<file path="config.mk">
export PLATFORM = sky130hd
export DESIGN_NAME = uart_tx_buffered
export DESIGN_NICKNAME = d
export VERILOG_FILES = /design/src/rtl/uart_pkg.sv /design/src/rtl/uart_byte_fifo.sv /design/src/rtl/uart_tx_buffered.sv
export SDC_FILE = /design/constraint.sdc
export NUM_CORES = 1
export LEC_CHECK = 0
export ABC_CLOCK_PERIOD_IN_PS = 8680
export BUFFER_PORTS_ARGS = -buffer_cell sky130_fd_sc_hd__buf_2
export CORE_MARGIN = 2
export CORE_UTILIZATION = 65
export DETAILED_ROUTE_END_ITERATION = 8
export GPL_TIMING_DRIVEN = 0
export HOLD_SLACK_MARGIN = 0.08
export PLACE_DENSITY = 0.85
export SLEW_MARGIN = 20
export SYNTH_ARGS = -nofsm -noshare
export SYNTH_HDL_FRONTEND = slang
export SYNTH_HIERARCHICAL = 1
export SYNTH_SLANG_ARGS = --single-unit
</file>
<file path="constraint.sdc">
create_clock -name clk -period 8.68 [get_ports clk]
set_input_delay 0 -clock clk [delete_from_list [all_inputs] [get_ports clk]]
set_output_delay 0 -clock clk [all_outputs]
set_load 0.05 [all_outputs]
</file>
<file path="src/rtl/uart_pkg.sv">
`default_nettype none
// ============================================================================
// Module      : uart_pkg
// Description : Shared UART constants: FSM state encoding and default timing.
// Revision    : 1.0 - initial release
// ============================================================================
package uart_pkg;

    localparam logic [1:0] IDLE  = 2'd0;
    localparam logic [1:0] START = 2'd1;
    localparam logic [1:0] BUSY  = 2'd2;
    localparam logic [1:0] STOP  = 2'd3;

    localparam int FREQ    = 125000000;
    localparam int RATE    = 115200;
    localparam int D_WIDTH = 8;
    localparam int N_CYC   = FREQ / RATE;

endpackage
`default_nettype wire

</file>
<file path="src/rtl/uart_byte_fifo.sv">
`default_nettype none
// ============================================================================
// Module      : uart_byte_fifo
// Description : Synchronous show-ahead FIFO; rd_data is the head whenever !empty.
// Revision    : 1.0 - initial release
// ============================================================================
module uart_byte_fifo #(
    parameter int DEPTH = 16,
    parameter int WIDTH = 8
) (
    input  logic                     clk,
    input  logic                     rst,
    input  logic                     wr_en,
    input  logic [WIDTH-1:0]         wr_data,
    input  logic                     rd_en,
    output logic [WIDTH-1:0]         rd_data,
    output logic                     full,
    output logic                     empty,
    output logic [$clog2(DEPTH):0]   count
);

    localparam int AW = $clog2(DEPTH);

    logic [WIDTH-1:0] r_mem [DEPTH];
    logic [AW-1:0]    r_wr_ptr;
    logic [AW-1:0]    r_rd_ptr;
    logic [AW:0]      r_count;
    logic             w_wr;
    logic             w_rd;

    // DEPTH is a power of two, so the count MSB alone marks full.
    assign full    = r_count[AW];
    assign empty   = (r_count == '0);
    assign count   = r_count;
    assign rd_data = r_mem[r_rd_ptr];
    assign w_wr    = wr_en && !full;
    assign w_rd    = rd_en && !empty;

    always_ff @(posedge clk) begin
        if (w_wr) begin
            r_mem[r_wr_ptr] <= wr_data;
        end
    end

    always_ff @(posedge clk or negedge rst) begin
        if (!rst) begin
            r_wr_ptr <= '0;
            r_rd_ptr <= '0;
            r_count  <= '0;
        end else begin
            if (w_wr) begin
                r_wr_ptr <= r_wr_ptr + 1'b1;
            end
            if (w_rd) begin
                r_rd_ptr <= r_rd_ptr + 1'b1;
            end
            case ({w_wr, w_rd})
                2'b10:   r_count <= r_count + 1'b1;
                2'b01:   r_count <= r_count - 1'b1;
                default: r_count <= r_count;
            endcase
        end
    end

endmodule
`default_nettype wire

</file>
<file path="src/rtl/uart_tx_buffered.sv">
`default_nettype none
// ============================================================================
// Module      : uart_tx_buffered
// Description : 8N1 LSB-first UART transmitter fed by a byte FIFO (valid/ready).
// Revision    : 1.0 - initial release
// ============================================================================
module uart_tx_buffered #(
    parameter int FREQ       = uart_pkg::FREQ,
    parameter int RATE       = uart_pkg::RATE,
    parameter int D_WIDTH    = uart_pkg::D_WIDTH,
    parameter int FIFO_DEPTH = 16
) (
    input  logic                          clk,
    input  logic                          rst,
    input  logic [D_WIDTH-1:0]            s_data,
    input  logic                          s_valid,
    output logic                          s_ready,
    output logic                          send_dout,
    output logic                          busy,
    output logic [$clog2(FIFO_DEPTH):0]   fifo_count
);

    import uart_pkg::*;

    localparam int N_CYC = FREQ / RATE;
    localparam int CNT_W = $clog2(N_CYC);
    localparam int BIT_W = $clog2(D_WIDTH);
    localparam logic [CNT_W-1:0] CNT_LAST = CNT_W'(N_CYC - 1);
    localparam logic [BIT_W-1:0] BIT_LAST = BIT_W'(D_WIDTH - 1);

    logic [1:0]         r_state;
    logic [CNT_W-1:0]   r_cnt;
    logic [BIT_W-1:0]   r_bit_cnt;
    logic [D_WIDTH-1:0] r_shift;
    logic               r_dout;

    logic               w_push;
    logic               w_pop;
    logic               w_full;
    logic               w_empty;
    logic               w_cnt_last;
    logic [D_WIDTH-1:0] w_head;

    assign s_ready    = !w_full;
    assign w_push     = s_valid && !w_full;
    assign w_cnt_last = (r_cnt == CNT_LAST);
    assign send_dout  = r_dout;
    assign busy       = (r_state != IDLE);

    uart_byte_fifo #(
        .DEPTH   (FIFO_DEPTH),
        .WIDTH   (D_WIDTH)
    ) u_fifo (
        .clk     (clk),
        .rst     (rst),
        .wr_en   (w_push),
        .wr_data (s_data),
        .rd_en   (w_pop),
        .rd_data (w_head),
        .full    (w_full),
        .empty   (w_empty),
        .count   (fifo_count)
    );

    // Pop must fire on exactly the edges where the FSM loads the shift register.
    always_comb begin
        w_pop = 1'b0;
        case (r_state)
            IDLE:    w_pop = !w_empty;
            STOP:    w_pop = w_cnt_last && !w_empty;
            default: w_pop = 1'b0;
        endcase
    end

    always_ff @(posedge clk or negedge rst) begin
        if (!rst) begin
            r_state   <= IDLE;
            r_cnt     <= '0;
            r_bit_cnt <= '0;
            r_shift   <= '0;
            r_dout    <= 1'b1;
        end else begin
            case (r_state)
                IDLE: begin
                    if (!w_empty) begin
                        r_shift <= w_head;
                        r_dout  <= 1'b0;
                        r_cnt   <= '0;
                        r_state <= START;
                    end
                end
                START: begin
                    if (w_cnt_last) begin
                        r_cnt     <= '0;
                        r_bit_cnt <= '0;
                        r_dout    <= r_shift[0];
                        r_state   <= BUSY;
                    end else begin
                        r_cnt <= r_cnt + 1'b1;
                    end
                end
                BUSY: begin
                    if (w_cnt_last) begin
                        r_cnt <= '0;
                        if (r_bit_cnt == BIT_LAST) begin
                            r_dout  <= 1'b1;
                            r_state <= STOP;
                        end else begin
                            r_shift   <= r_shift >> 1;
                            r_dout    <= r_shift[1];
                            r_bit_cnt <= r_bit_cnt + 1'b1;
                        end
                    end else begin
                        r_cnt <= r_cnt + 1'b1;
                    end
                end
                STOP: begin
                    if (w_cnt_last) begin
                        r_cnt <= '0;
                        // Chain straight into the next start bit when data is waiting.
                        if (!w_empty) begin
                            r_shift <= w_head;
                            r_dout  <= 1'b0;
                            r_state <= START;
                        end else begin
                            r_state <= IDLE;
                        end
                    end else begin
                        r_cnt <= r_cnt + 1'b1;
                    end
                end
                default: r_state <= IDLE;
            endcase
        end
    end

endmodule
`default_nettype wire

</file>
**Word-level counts from Yosys, hierarchy flattened**

Memory sizes are Yosys's and may differ from the RTL's.
Cells that the tools add are included.

- Flip-flop bits (word level): 38
- RAM bits: 128
- Input port bits: 11
- Output and inout port bits: 8
- Word-level logic and storage cells: 74
- Memories kept: 1

Memories:

| memory | words | bits a word | rd ports | clocked after memory_dff | wr ports | RTL line | source |
|---|---|---|---|---|---|---|---|
| u_fifo.r_mem | 16 | 8 | 1 | 0 | 1 | uart_byte_fifo.sv:24 | `logic [WIDTH-1:0] r_mem [DEPTH];` |

- Add/subtract/negate cells: 6
- Eq/ne operators: 13
- Muxes and demuxes: 29
- Reduce and logical (&&, ||, !) cells: 17

Operator list:

| cell | count |
|---|---|
| 2-to-1 mux 8 bit | 4 |
| case mux 8 bit (3 select lines) | 1 |
| 2-to-1 mux 11 bit | 2 |
| case mux 11 bit (2 select lines) | 1 |
| != test 2 bit, second input constant | 6 |
| adder 11 x 1 -> 11 bit, second input constant | 1 |
| == test 11 bit, second input constant | 1 |
| 2-to-1 mux 2 bit | 5 |
| case mux 5 bit (2 select lines) | 1 |
| 2-to-1 mux 3 bit | 3 |
| adder 4 x 1 -> 4 bit, second input constant | 2 |
| 2-to-1 mux 1 bit | 8 |
| case mux 2 bit (4 select lines) | 1 |
| AND reduction 4 bit | 2 |
| == test 2 bit, second input constant | 3 |
| case mux 3 bit (2 select lines) | 1 |
| nonzero test 2 bit | 3 |
| adder 5 x 1 -> 5 bit, second input constant | 1 |
| zero test 5 bit | 1 |
| AND reduction 5 bit | 1 |
| subtractor 5 x 1 -> 5 bit, second input constant | 1 |
| == test 2 x 1 -> 1 bit, second input constant | 2 |
| logical AND 1 bit | 4 |
| case mux 1 bit (4 select lines) | 1 |
| other kinds (8) | 9 |

**Longest topological paths before layout**

- Word-level depth: 7
- Gate-level depth with buffers: 16
- Mapped depth without buffers: 15

**Hierarchy**

The synthesis kept the hierarchy.

Modules (own cells, without submodules):

| module | instances | cells each | area each (um^2) | sequential area each (um^2) |
|---|---|---|---|---|
| uart_byte_fifo | 1 | 328 | 5,758.0 | 4,169.0 |
| uart_tx_buffered | 1 | 154 | 1,555.2 | 626.9 |

**Worst setup path before layout**

OpenSTA, ideal clock, no wires.

- Kind: reg-to-reg
- Start point: register u_fifo.r_count[0], in the netlist u_fifo/count[0]
- End point: register u_fifo.r_count[4], in the netlist u_fifo/count[4]
- Setup time: 0.125 ns
- Arrival time: 3.069 ns
- Required time: 8.555 ns
- Setup slack: 5.486 ns
- Cell stages (with the launch flop): 13
- Buffers on the path: 1
- Clock period less this slack: 3.194 ns
- Path through: dfrtp_1 -> or4_1 -> nor2_2 -> nor3_1 -> nor2b_1 -> buf_6 -> ha_1 -> ha_1 -> nor2b_1 -> o21ai_0 -> a21oi_1 -> or3b_1 -> xnor2_1

- Cells in the longest elaborated chain, start to end: 7
- Elaborated cells between the ends (all ways): 11
- Those cells by class: 2 x add/sub; 2 x eq/ne; 2 x mux; 5 x reduce/logical

Ends and longest elaborated chain:

| what | RTL line | source |
|---|---|---|
| start: declaration | uart_byte_fifo.sv:27 | `logic [AW:0] r_count;` |
| start signal: assignment | uart_byte_fifo.sv:58 | `2'b10: r_count <= r_count + 1'b1;` |
| start signal: assignment | uart_byte_fifo.sv:59 | `2'b01: r_count <= r_count - 1'b1;` |
| start signal: assignment | uart_byte_fifo.sv:60 | `default: r_count <= r_count;` |
| zero test 5 bit (*) | uart_byte_fifo.sv:33 | `assign empty = (r_count == '0);` |
| named net w_empty | uart_tx_buffered.sv:40 | `logic w_empty;` |
| zero test 1 bit (*) | uart_tx_buffered.sv:69, uart_tx_buffered.sv:70 |  |
| logical AND 1 bit | uart_tx_buffered.sv:70 | `STOP: w_pop = w_cnt_last && !w_empty;` |
| case mux 1 bit (2 select lines) (*) | uart_tx_buffered.sv:68 | `case (r_state)` |
| named net w_pop | uart_tx_buffered.sv:38 | `logic w_pop;` |
| logical AND 1 bit (*) | uart_byte_fifo.sv:37 | `assign w_rd = rd_en && !empty;` |
| named net u_fifo.w_rd | uart_byte_fifo.sv:29 | `logic w_rd;` |
| == test 2 x 1 -> 1 bit or == test 2 bit (tied branches) | uart_byte_fifo.sv:57 | `case ({w_wr, w_rd})` |
| case mux 5 bit (2 select lines) or nonzero test 2 bit (tied branches) | -- |  |

Mark *: on every way through the listed nets, which the timed path passes. The rest lies on a longest branch.
A chain may end at the register's enable or synchronous reset.

**Worst setup path after layout**

- Start point: register r_cnt[0]
- End point: register u_fifo.r_count[4], in the netlist u_fifo/count[4]

- Cells in the longest elaborated chain, start to end: 6
- Elaborated cells between the ends (all ways): 8
- Those cells by class: 3 x eq/ne; 2 x mux; 3 x reduce/logical

Ends and longest elaborated chain:

| what | RTL line | source |
|---|---|---|
| start: declaration | uart_tx_buffered.sv:32 | `logic [CNT_W-1:0] r_cnt;` |
| start signal: assignment | uart_tx_buffered.sv:99 | `r_cnt <= r_cnt + 1'b1;` |
| start signal: assignment | uart_tx_buffered.sv:114 | `r_cnt <= r_cnt + 1'b1;` |
| start signal: assignment | uart_tx_buffered.sv:129 | `r_cnt <= r_cnt + 1'b1;` |
| == test 11 bit (*) | uart_tx_buffered.sv:46 | `assign w_cnt_last = (r_cnt == CNT_LAST);` |
| logical AND 1 bit (*) | uart_tx_buffered.sv:70 |  |
| case mux 1 bit (2 select lines) (*) | uart_tx_buffered.sv:68 |  |
| named net w_pop | uart_tx_buffered.sv:38 |  |
| logical AND 1 bit (*) | uart_byte_fifo.sv:37 |  |
| named net u_fifo.w_rd | uart_byte_fifo.sv:29 |  |
| == test 2 x 1 -> 1 bit or == test 2 bit (tied branches) | uart_byte_fifo.sv:57 |  |
| case mux 5 bit (2 select lines) or nonzero test 2 bit (tied branches) | -- |  |

Marked as above.

==> summary.md <==
| Metric | Value |
|---|---|
| Outcome | `finished clean` |
| Worst-path cell chain | `inv_1 > ha_1 > and4bb_4 > and3_4 > a21oi_1 > nor3_1 > nor2b_1 > buf_6 > ha_1 > inv_1 > fa_1 > nor2b_1 > o21ai_0 > nand3_1 > or3b_1 > xnor2_1` |
| Synthesized cell area | `between 0.007 and 0.008 mm²` |
| Pwr Density | `338 mW/mm²` |
| Syn Area/Cell | `approximately 15 µm²` |
| GRT Residual Overflow | `0` |
| Final GP Congestion | `between 0.8 and 0.9` |
| Period Utilization, post-route | `between 40 and 50%` |
| Max Transition Viols Final | `0` |
| H-Tree Depth | `4` |
| Drc violations | `0` |
| Path depth of the worst reg2reg path | `16` |
| Pleak | `a little over 3 nW` |
| Switching fraction of total power | `between 30% and 40%` |
| RSZ-0062 raised after global routing | `false` |
| Synth async-reset ratio | `22.9%` |
| Area growth syn-to-layout | `12.1%` |
| Chip width | `approximately 110 µm` |
| Synth cell count leaders | `128 x edfxtp_1, 37 x dfrtp_1, 30 x o21ai_0, 28 x nand2_1, 25 x mux2i_1` |
| Drt wl/cell | `around 23 µm` |
| Vias in the first global route | `between 4k and 5k` |
| Seq pwr share | `37.0%` |
| Largest net degree at the start of global routing | `39` |
| Number of nets in the layout | `between 500 and 600` |
| Seq/Total Area, Yosys | `between 60% and 70%` |
| Antenna violations before repair | `0` |
| Post-synth EDFFs | `around 130` |
| Critical Path Start Type | `register` |
| Min cycle time layout | `~3.5 ns` |
| Synth Warn # | `6` |
| Die height | `110 µm` |
| Initial DRC Count | `approximately 410` |
| Sink Count | `between 150 and 200` |
| Synth Register Bits | `approximately 170` |
| Synth Net Count | `roughly 510` |
| CP Capture Type | `register` |
| Pre-antenna DRT Iters | `5` |
| Critical path class | `register to register` |
| Global routing usage on met1 | `between 30 and 40%` |
| ANT nets after route | `0` |
| Final cell count without fillers | `slightly below 700` |
| First-pass GRT wire length | `roughly 24000 µm` |
| DP HPWL | `about 9700 µm` |
| Max cap viols | `0` |
| Clk Latency, worst-skew pair | `~0.54 ns` |
| Final hold violations | `0` |
| CP required | `~9.1 ns` |
| Dpl cells | `640` |
| Die ar. | `~0.012 mm²` |
| CTS tree | `built` |
| Core area | `roughly 0.011 mm²` |
| Total GRT Usage | `between 20 and 30%` |
| Met3 Usage GRT | `under 10%` |
| CTS resizes | `0` |
| Setup Viol. Count Final | `0` |
| Post-synth top area share | `a little over half` |
| Clk_skew | `about 0.017 ns` |
| FMAX | `between 200 and 300 MHz` |
| Worst slew pin tran | `approximately 0.88 ns` |
| R2R setup slack | `between 5 and 6 ns` |
| Peak supply drop | `about 0.28 mV` |
| Clock share of power | `between 20% and 30%` |
| Largest fanout on the critical path | `5` |
| Placement Rows | `38` |
| Sw power | `about 0.00098 W` |
| Unique cell type count in the Yosys netlist | `between 50 and 60` |
| Cells taking the most area after synthesis | `edfxtp_1 53%, dfrtp_1 13%, mux4_2 4.9%` |
| Bufs on Longest Clock Path | `2` |
| GR Util met2 | `about 48%` |
| Setup_tns | `0 ns` |
| Clock slew at reported path FFs | `~0.07 ns` |
| Top delay family on crit path | `simple AND/OR/NAND/NOR gates` |
| # diodes | `0` |
| Most instantiated library cell after synthesis | `edfxtp_1` |
| Share of layout cells above drive strength 1 | `between 10% and 20%` |
| Ys flop type | `edfxtp_1` |
| Port Buffers | `18` |
| CP bufs+invs | `3` |
| Critical R2R Capture | `u_fifo/count[4]` |
| FF-to-FF Start | `r_cnt[0]` |
| Synth Instances | `482` |
| Type of the worst min-delay path | `input port to asynchronous set/reset pin` |
| I/O Pins | `19` |
| Slowest stage delay, CP | `between 0.4 and 0.5 ns` |
| Layout Utilization | `between 70 and 80%` |
| Worst rel slew slack | `41.5%` |
| Starting Density | `67.2%` |
| Crit path max-delay cell type | `fa_1` |
| Arr. time, crit path | `3.89 ns` |
| Root Buffer | `clkbuf_8` |
| Combinational fraction of design power | `between 30% and 40%` |
| GR peak layer | `met2` |
| Post-Route WL | `roughly 16000 µm` |
| Leading area contributor after synthesis | `edfxtp_1` |
| Int Power | `~0.0018 W` |
| CTS Buf Count | `17` |
| Vias | `around 4.4k` |
| Vias per inst | `about 6.4` |
[timing repair]
item                      CTS  global route
hold endpoints to repair  166             0
setup buffers               0             0
hold buffers                9             0
[layout make-up]
type | instances | area (µm²)
inverter | 16 | 60.1
multi-input combinational | 279 | 2340
timing repair buffer | 27 | 180
sequential | 166 | 4800
buffer | 21 | 115
clock buffer | 17 | 414
clock inverter | 15 | 115
fill | 606 | 2690
tap | 140 | 175
[sequential cells by signal, summed over array words and instances (netlist names)]
name             cells
u_fifo/r_mem       128
r_cnt               11
r_shift              8
u_fifo/count         5
u_fifo/r_rd_ptr      4
u_fifo/r_wr_ptr      4
r_bit_cnt            3
r_state              2
send_dout            1
[cell families after synthesis]
| group | after synthesis | share of synthesized area [%] |
|---|---|---|
| AND/OR/NAND/NOR | 105 | 7.80 |
| adder cells (fa/ha/maj) | 19 | 3.35 |
| multiplexers | 64 | 12.3 |
| XOR/XNOR | 15 | 1.80 |
| buffers and inverters | 37 | 2.40 |
| flip-flops | 166 | 65.6 |
| AO/OA/AOI/OAI | 76 | 6.78 |
[stage by stage]
step                instance area (µm²)  hold slack (ns)  total power (W)  worst slack [ns]
floorplan                          7310           -0.296          0.00182              5.49
global placement                   7580            0.161          0.00203              5.38
detailed placement                 7580            0.163          0.00208              5.29
CTS                                8200            0.138          0.00276              5.24
global route                       8200            0.211          0.00290              5.09
finish                             8200            0.118          0.00277              5.21
[cell usage in the layout (no fill, tap or decap), types with 4 or more instances in the layout]
cell type      netlist  layout
o21ai_0             30      30
nand4_1              4       4
ha_1                18      18
buf_2                5      23
buf_4                4       4
dlygate4sd3_1        0       9
nor2_1              14      14
dfrtp_1             37      37
a21oi_1             13      13
xor2_1               4       4
a22oi_1              8       8
clkbuf_1             9       9
nand3_1             12      12
xnor2_1             11      11
mux2_2              15      15
edfxtp_1           128     128
clkinv_2             0       4
inv_1               16      16
clkbuf_16            0      16
mux2_4               8       8
mux4_2              16      16
a221oi_1             8       8
and2_1              19      19
nor2b_1              5       5
nor3_1               4       4
nand2_1             28      28
mux2i_1             25      25
[power groups by stage]
stage	clock, W	combinational, W	sequential (W)
after floorplan	0	0.000768	0.00105
final	0.000678	0.00107	0.00103
after CTS	0.000681	0.00105	0.00102
after detailed placement	0	0.00104	0.00104
after global placement	0	0.00100	0.00103
after global routing	0.000714	0.00115	0.00104
[worst max path at each step]
stage                         start              end  depth (start not counted)
global route               r_cnt[0]  u_fifo/count[4]                         16
finish                     r_cnt[0]  u_fifo/count[4]                         16
CTS                        r_cnt[0]  u_fifo/count[4]                         16
global placement           r_cnt[0]  u_fifo/count[4]                         16
floorplan           u_fifo/count[0]  u_fifo/count[4]                         12
detailed placement         r_cnt[0]  u_fifo/count[4]                         16
[routing by layer]
metal | vias up | wire length (µm)
li1 | 1937 | -
met1 | 2207 | 6100
met2 | 222 | 8130
met3 | 21 | 1110
met4 | 0 | 257
met5 | - | 0
[worst register-to-register path, cell delays in order (launching register included)]
cell      delay [ns]
dfrtp_1         0.40
inv_1           0.10
ha_1            0.16
and4bb_4        0.28
and3_4          0.22
a21oi_1         0.07
nor3_1          0.12
nor2b_1         0.18
buf_6           0.15
ha_1            0.23
inv_1           0.11
fa_1            0.42
nor2b_1         0.14
o21ai_0         0.14
nand3_1         0.13
or3b_1          0.38
xnor2_1         0.14
Power figures use the tool's default switching activity.
